<file path="config.mk">
export PLATFORM = sky130hd
export DESIGN_NAME = id_ex_stage
export DESIGN_NICKNAME = d
export VERILOG_FILES = /design/src/rtl/id_ex_stage.sv
export SDC_FILE = /design/constraint.sdc
export NUM_CORES = 1
export LEC_CHECK = 0
export CORE_AREA = 2 2 125 127
export DETAILED_ROUTE_END_ITERATION = 10
export DIE_AREA = 0 0 127 129
export PLACE_DENSITY = 0.9
export SKIP_LAST_GASP = 1
export SLEW_MARGIN = 25
export SYNTH_ARGS = -nofsm -noshare
export SYNTH_HDL_FRONTEND = slang
export SYNTH_SLANG_ARGS = --single-unit
</file>
<file path="constraint.sdc">
create_clock -name clk -period 3.9 [get_ports clk]
set_clock_uncertainty 0.1 [all_clocks]
set_input_delay 0.39 -clock clk [delete_from_list [all_inputs] [get_ports clk]]
set_output_delay 0.39 -clock clk [all_outputs]
set_load 0.05 [all_outputs]
</file>
<file path="src/rtl/id_ex_stage.sv">
// ID/EX pipeline register for the 5-stage RISC-V core.
// Load-use hazard detection, branch squash and a saturating bubble counter.
module id_ex_stage #(
    parameter int XLEN  = 32,
    parameter int CNT_W = 16
) (
    input  logic             clk,
    input  logic             rst_n,
    input  logic             Valid_ID,
    input  logic [XLEN-1:0]  PC_ID,
    input  logic [4:0]       Rs1_ID,
    input  logic [4:0]       Rs2_ID,
    input  logic [4:0]       Rd_ID,
    input  logic             Rs1Used_ID,
    input  logic             Rs2Used_ID,
    input  logic [XLEN-1:0]  Data1_ID,
    input  logic [XLEN-1:0]  Data2_ID,
    input  logic [XLEN-1:0]  Imm_ID,
    input  logic [3:0]       ALUSel_ID,
    input  logic             RegWEN_ID,
    input  logic             MemRead_ID,
    input  logic             MemWrite_ID,
    input  logic             Flush_EX,
    output logic             Valid_EX,
    output logic [XLEN-1:0]  PC_EX,
    output logic [4:0]       Rs1_EX,
    output logic [4:0]       Rs2_EX,
    output logic [4:0]       Rd_EX,
    output logic [XLEN-1:0]  Data1_EX,
    output logic [XLEN-1:0]  Data2_EX,
    output logic [XLEN-1:0]  Imm_EX,
    output logic [3:0]       ALUSel_EX,
    output logic             RegWEN_EX,
    output logic             MemRead_EX,
    output logic             MemWrite_EX,
    output logic             Stall_IF_ID,
    output logic [CNT_W-1:0] Bubble_Cnt
);

    logic             valid_q,    valid_d;
    logic [XLEN-1:0]  pc_q,       pc_d;
    logic [4:0]       rs1_q,      rs1_d;
    logic [4:0]       rs2_q,      rs2_d;
    logic [4:0]       rd_q,       rd_d;
    logic [XLEN-1:0]  data1_q,    data1_d;
    logic [XLEN-1:0]  data2_q,    data2_d;
    logic [XLEN-1:0]  imm_q,      imm_d;
    logic [3:0]       alusel_q,   alusel_d;
    logic             regwen_q,   regwen_d;
    logic             memread_q,  memread_d;
    logic             memwrite_q, memwrite_d;
    logic [CNT_W-1:0] bubble_cnt_q, bubble_cnt_d;

    logic hazard;
    logic bubble;

    // The bubble clears MemRead_EX, so a load-use stall self-terminates after one cycle.
    always_comb begin
        hazard = Valid_ID & memread_q & regwen_q & (rd_q != 5'd0) &
                 ((Rs1Used_ID & (Rs1_ID == rd_q)) | (Rs2Used_ID & (Rs2_ID == rd_q)));
        bubble      = Flush_EX | hazard;
        Stall_IF_ID = hazard & ~Flush_EX;
    end

    always_comb begin
        valid_d    = Valid_ID;
        pc_d       = PC_ID;
        rs1_d      = Rs1_ID;
        rs2_d      = Rs2_ID;
        rd_d       = Rd_ID;
        data1_d    = Data1_ID;
        data2_d    = Data2_ID;
        imm_d      = Imm_ID;
        alusel_d   = ALUSel_ID;
        regwen_d   = RegWEN_ID;
        memread_d  = MemRead_ID;
        memwrite_d = MemWrite_ID;
        bubble_cnt_d = bubble_cnt_q;
        if (bubble) begin
            valid_d    = 1'b0;
            pc_d       = '0;
            rs1_d      = '0;
            rs2_d      = '0;
            rd_d       = '0;
            data1_d    = '0;
            data2_d    = '0;
            imm_d      = '0;
            alusel_d   = '0;
            regwen_d   = 1'b0;
            memread_d  = 1'b0;
            memwrite_d = 1'b0;
            if (bubble_cnt_q != '1)
                bubble_cnt_d = bubble_cnt_q + 1'b1;
        end
    end

    always_ff @(posedge clk or negedge rst_n) begin
        if (!rst_n) begin
            valid_q      <= 1'b0;
            pc_q         <= '0;
            rs1_q        <= '0;
            rs2_q        <= '0;
            rd_q         <= '0;
            data1_q      <= '0;
            data2_q      <= '0;
            imm_q        <= '0;
            alusel_q     <= '0;
            regwen_q     <= 1'b0;
            memread_q    <= 1'b0;
            memwrite_q   <= 1'b0;
            bubble_cnt_q <= '0;
        end else begin
            valid_q      <= valid_d;
            pc_q         <= pc_d;
            rs1_q        <= rs1_d;
            rs2_q        <= rs2_d;
            rd_q         <= rd_d;
            data1_q      <= data1_d;
            data2_q      <= data2_d;
            imm_q        <= imm_d;
            alusel_q     <= alusel_d;
            regwen_q     <= regwen_d;
            memread_q    <= memread_d;
            memwrite_q   <= memwrite_d;
            bubble_cnt_q <= bubble_cnt_d;
        end
    end

    assign Valid_EX    = valid_q;
    assign PC_EX       = pc_q;
    assign Rs1_EX      = rs1_q;
    assign Rs2_EX      = rs2_q;
    assign Rd_EX       = rd_q;
    assign Data1_EX    = data1_q;
    assign Data2_EX    = data2_q;
    assign Imm_EX      = imm_q;
    assign ALUSel_EX   = alusel_q;
    assign RegWEN_EX   = regwen_q;
    assign MemRead_EX  = memread_q;
    assign MemWrite_EX = memwrite_q;
    assign Bubble_Cnt  = bubble_cnt_q;

endmodule

</file>
Word level (Yosys, flattened, before mapping)
Index checks and enable logic that the tools add are counted.

word-level totals
  bits in latches = 0
  bits in registers = 167
  bits in read-only memories = 0
  word-level logic and storage cells = 41
  RAM bits = 0
  output and inout port bits = 168
  memories kept = 0
  input bits = 156

operators by class
  bitwise gates (word level) = 10
  eq/ne operators = 3
  reduce and logical (&&, ||, !) cells = 2
  multipliers = 0
  $lt $le $gt $ge = 0
  $add $sub $neg = 1
  multiplexer cells = 12
  div/mod/pow operators = 0
  shift operators = 0

operators by type and width
  operator               number
  $mux 32                4
  $add 16x1->16 const B  1
  $ne 16x16->1 const B   1
  $mux 5                 3
  $eq 5x5->1             2
  $and 1x1->1            7
  $reduce_bool 5->1      1
  $mux 1                 4
  $mux 4                 1
  $or 1x1->1             2
  $reduce_and 2->1       1
  $not 1->1              1

Longest topological paths before layout
  depth in word-level cells = 6
  depth in mapped cells = 7
  depth with buffers taken out = 7

Worst setup path after synthesis
OpenSTA, ideal clock, no wires.

  path kind = flip-flop to flip-flop
  from = reg bubble_cnt_q[0], in the netlist Bubble_Cnt[0]
  to = reg bubble_cnt_q[1], in the netlist Bubble_Cnt[1]
  path buffers = 0
  cell stages (with the launch flop) = 7
  slack = 1.393 ns
  arrival time = 2.279 ns
  setup time = 0.128 ns
  clock period less this slack = 2.507 ns
  data required time = 3.672 ns
  cell sequence = dfrtp_1 ha_1 nand4_2 or3_4 or3_4 nand2b_4 mux2_1

between the ends
  cells in the longest elaborated chain, start to end = 2
  elaborated cells on any way between the ends = 3
  those cells by class = add/sub: 1; eq/ne: 1; reduce/logical: 1

RTL lines
  item                                                   RTL line  text
  start, declared                                        52        logic [CNT_W-1:0] bubble_cnt_q, bubble_cnt_d;
  start signal, assigned                                 125       bubble_cnt_q <= bubble_cnt_d;
  branches (longest 2 deep; another with $add 16x1->16)  --

Several ways; the timed one is not identified.
A chain may end at the register's enable or synchronous reset.

Final worst setup path
  from = reg rd_q[4], in the netlist Rd_EX[4]
  to = out Stall_IF_ID

between the ends
  cells in the longest elaborated chain, start to end = 5
  elaborated cells on any way between the ends = 9
  those cells by class = eq/ne: 2; bitwise: 6; reduce/logical: 1

RTL lines
  item                    RTL line  text
  start, declared         44        logic [4:0] rd_q, rd_d;
  start signal, assigned  117       rd_q <= rd_d;
  $eq 5x5->1              60        ((Rs1Used_ID & (Rs1_ID == rd_q)) | (Rs2Used_ID & (Rs2_ID == rd_q)));
  $and 1x1->1             60
  $or 1x1->1              60
  $and 1x1->1 (*)         59        hazard = Valid_ID & memread_q & regwen_q & (rd_q != 5'd0) &
  $and 1x1->1 (*)         62        Stall_IF_ID = hazard & ~Flush_EX;
  end, declared           36        output logic Stall_IF_ID,

Every way passes the cells marked *; elsewhere a longest branch is shown, timed or not.

==> run_results.csv <==
group,metric,value,unit
status,status,"finished clean",
yosys,synthArstFlopShare,100,%
yosys,synth-compound-area-share,1.63,%
worst_setup_path,required,3.41,ns
sta,worst_pin_slew,0.760,ns
power,p_clk_share,34.2,%
power,irDropWorstVdd,0.391,mV
yosys,synth_seq_area_share,72.7,%
yosys,synth_top_family_by_area,"simple AND/OR/NAND/NOR gates",
grt,grt_pass1_wl,23400,um
power,p_int,0.00315,W
job,cap_violations,0,
clocking,clk_path_buf_depth,2,
die,dieArea,0.0164,sq mm
yosys,synth.most_common_cell,"dfrtp_1",
sta,hold_viol,0,
power,combPwrFrac,23.4,%
clocking,cts_setup_buffers,0,
routing,drc,0,
routing,firstDrtPassIters,4,
worst_setup_path,worstPathArrival,2.57,ns
grt,grt_max_degree,71,
sta,rsz0062_at_grt,"false",
yosys,ys_top_cells_by_count,"dfrtp_1 (167), and2_1 (151), clkbuf_1 (16)",
yosys,synth_simple_gate_area_share,20.6,%
sta,finalCritPeriodShare,78.4,%
final_layout,synthToLayoutAreaGrowth,70.1,%
power,pwr_density_cell,466,mW/mm^2
worst_setup_path,start_kind,"register",
yosys,yosys.area.top_type,"dfrtp_1",
yosys,yosys.area_share.xor_xnor,2.90,%
die,dieHeight,129,um
clocking,cts_hold_buf,1,
yosys,synth_adder_area_share,0.218,%
power,p_sw,0.00141,W
placement,place.gp.congestion,0.822,
routing,wl_per_cell,16.4,um
power,design_power_total,0.00456,W
power,leakage,4.25,nW
routing,routed_wl,15600,um
yosys,synth-seq-cells,167,
final_layout,final_util,65.3,%
routing,drt_iter0_drc,205,
die,rows,45,
grt,grt_pass1_vias,4392,
yosys,synth-main-ff-cell,"dfrtp_1",
sta,relSlewSlack,48.9,%
final_layout,drive_gt1_share,6.04,%
clocking,clock_sinks,167,
hold_path,min_path_type,"reg -> reg",
routing,drtAntennaViolNets,0,
die,die_width,127,um
grt,grt.total_usage,19.1,%
clocking,cts_made_buffers,17,
sta,achievable-frequency,327,MHz
grt,overflow,0,
routing,vias,4226,
sta,drv_slew,0,
die,coreArea,0.0150,sq mm
die,io_pins,324,
worst_setup_path,endpoint_kind,"output port",
yosys,synth_area_leaders,"dfrtp_1 (73%), and2_1 (16%), xnor2_1 (1.7%)",
power,switching_share,30.9,%
final_layout,fin_nets,905,
yosys,synthesis.nets,575,
sta,setup_tns,0,ns
final_layout,diodes,0,
worst_setup_path,path_class,"reg -> out",
worst_setup_path,crit_fanout,4,
yosys,synth_warnings,0,
die,initial_utilization,38.4,%
yosys,postSynthCellCount,418,
grt,antenna_found_initial,0,
placement,io_buffer_count,323,
routing,vias_per_cell,4.45,
yosys,synthMuxAreaShare,0.588,%
placement,hpwl,11800,um
yosys,ys_types,31,
clocking,cts_tree,"built",
final_layout,n_fill_cell,1060,
clocking,clk_pin_slew,0.06,ns
clocking,htree_levels,4,
sta,min_period,3.06,ns
yosys,synth_area,0.00575,sq mm
clocking,cts_resized,0,
yosys,synth_top_area_share,72.7,%
power,pwr-share-seq,42.4,%
clocking,clk_latency,0.42,ns
yosys,synth-edff-count,0,
sta,setup_viol,0,
clocking,cts_root_buf,"clkbuf_16",
yosys,postSynthAreaPerCell,13.8,sq um
per-layer routing:
metal / track usage, % / vias to the layer above / share of wire [%]
met3: 7.57 / 26 / 9.7
met5: 0 / - / 0
li1: - / 1977 / -
met4: 9.37 / 0 / 2.9
met1: 19.5 / 2002 / 35
met2: 34.1 / 221 / 52
kinds of logic (layout without fill, tap and decap cells):
kind of cell,after synthesis,in the layout
DFF,167,167
adders and majority gates,1,1
and+or+nand+nor,196,196
AOI/OAI and AO/OA,12,12
muxes,3,3
xor gates and xnor gates,19,19
buffers and inverters,20,363
critical path: stages, from the launching register on:
cell and delay [ns]:
dfrtp_1 0.43, xnor2_1 0.21, nand4_1 0.11, o22ai_1 0.31
nand2_1 0.16, nor2_1 0.11, clkdlybuf4s50_1 0.81
registers in the layout (all words and copies together), names as in the netlist:
name	count
ALUSel_EX	4
Rs1_EX	5
Rs2_EX	5
MemRead_EX	1
Valid_EX	1
Data2_EX	32
PC_EX	32
Imm_EX	32
MemWrite_EX	1
RegWEN_EX	1
Rd_EX	5
Bubble_Cnt	16
Data1_EX	32
per-stage QoR:
step / cell area [sq um] / worst slack, ns / instances / hold WS, ns
finish: 9780 / 0.841 / 949 / 0.407
global route: 9780 / 0.716 / 949 / 0.400
CTS: 9780 / 0.816 / 949 / 0.400
detailed placement: 9210 / 0.872 / 916 / 0.331
global placement: 9210 / 0.902 / 916 / 0.325
floorplan: 5750 / 1.39 / 418 / -0.00559
area by class of cell:
class                   count  area (sq um)  share of cell area (%)
clock inverters            11          86.3                   0.883
flip-flops and latches    167          4180                    42.7
multi-input cells         231          1500                    15.4
inverters                   2          7.51                  0.0768
well taps                 188           235                    2.41
clock buffers              21           470                    4.81
repair buffers            329          3290                    33.7
power by group through the flow:
stage / sequential (W) / combinational [W] / clock (W)
2_1_floorplan: 0.00238 / 0.000145 / 0
3_5_place_dp: 0.00197 / 0.00107 / 0
5_1_grt: 0.00195 / 0.00112 / 0.00168
4_1_cts: 0.00194 / 0.00108 / 0.00160
6_report: 0.00193 / 0.00107 / 0.00156
3_3_place_gp: 0.00196 / 0.00106 / 0
worst paths after layout:
kind,start,end,slack (ns),depth (start not counted)
worst max-delay path,Rd_EX[4]$_DFF_PN0_,Stall_IF_ID,0.84,6
worst min-delay path,Bubble_Cnt[9]$_DFFE_PN0P_,Bubble_Cnt[9]$_DFFE_PN0P_,0.41,1
worst max register to register,Rd_EX[0]$_DFF_PN0_,Bubble_Cnt[8]$_DFFE_PN0P_,1.41,6
worst min register to register,Bubble_Cnt[9]$_DFFE_PN0P_,Bubble_Cnt[9]$_DFFE_PN0P_,0.41,1
max in group asynchronous,rst_n,PC_EX[26]$_DFF_PN0_,2.41,3
min in group asynchronous,rst_n,Rs1_EX[2]$_DFF_PN0_,0.46,2
layout by cell type, fill, tap and decap left out, types with 2 or more instances in the layout:
| cell | count |
|---|---|
| clkdlybuf4s50_1 | 322 |
| dfrtp_1 | 167 |
| and2_1 | 151 |
| clkbuf_16 | 17 |
| nand2_1 | 13 |
| xnor2_1 | 11 |
| xor2_1 | 8 |
| nor2_1 | 7 |
| nor3_1 | 7 |
| nand3_1 | 6 |
| inv_6 | 5 |
| nand4_1 | 4 |
| buf_4 | 4 |
| clkbuf_8 | 3 |
| or3_4 | 2 |
| nor4_1 | 2 |
| inv_1 | 2 |
| mux2_2 | 2 |
| o31ai_1 | 2 |
| clkinv_2 | 2 |
| clkinv_4 | 2 |
| clkinvlp_4 | 2 |
No activity file was read; power rests on OpenSTA's default activity.
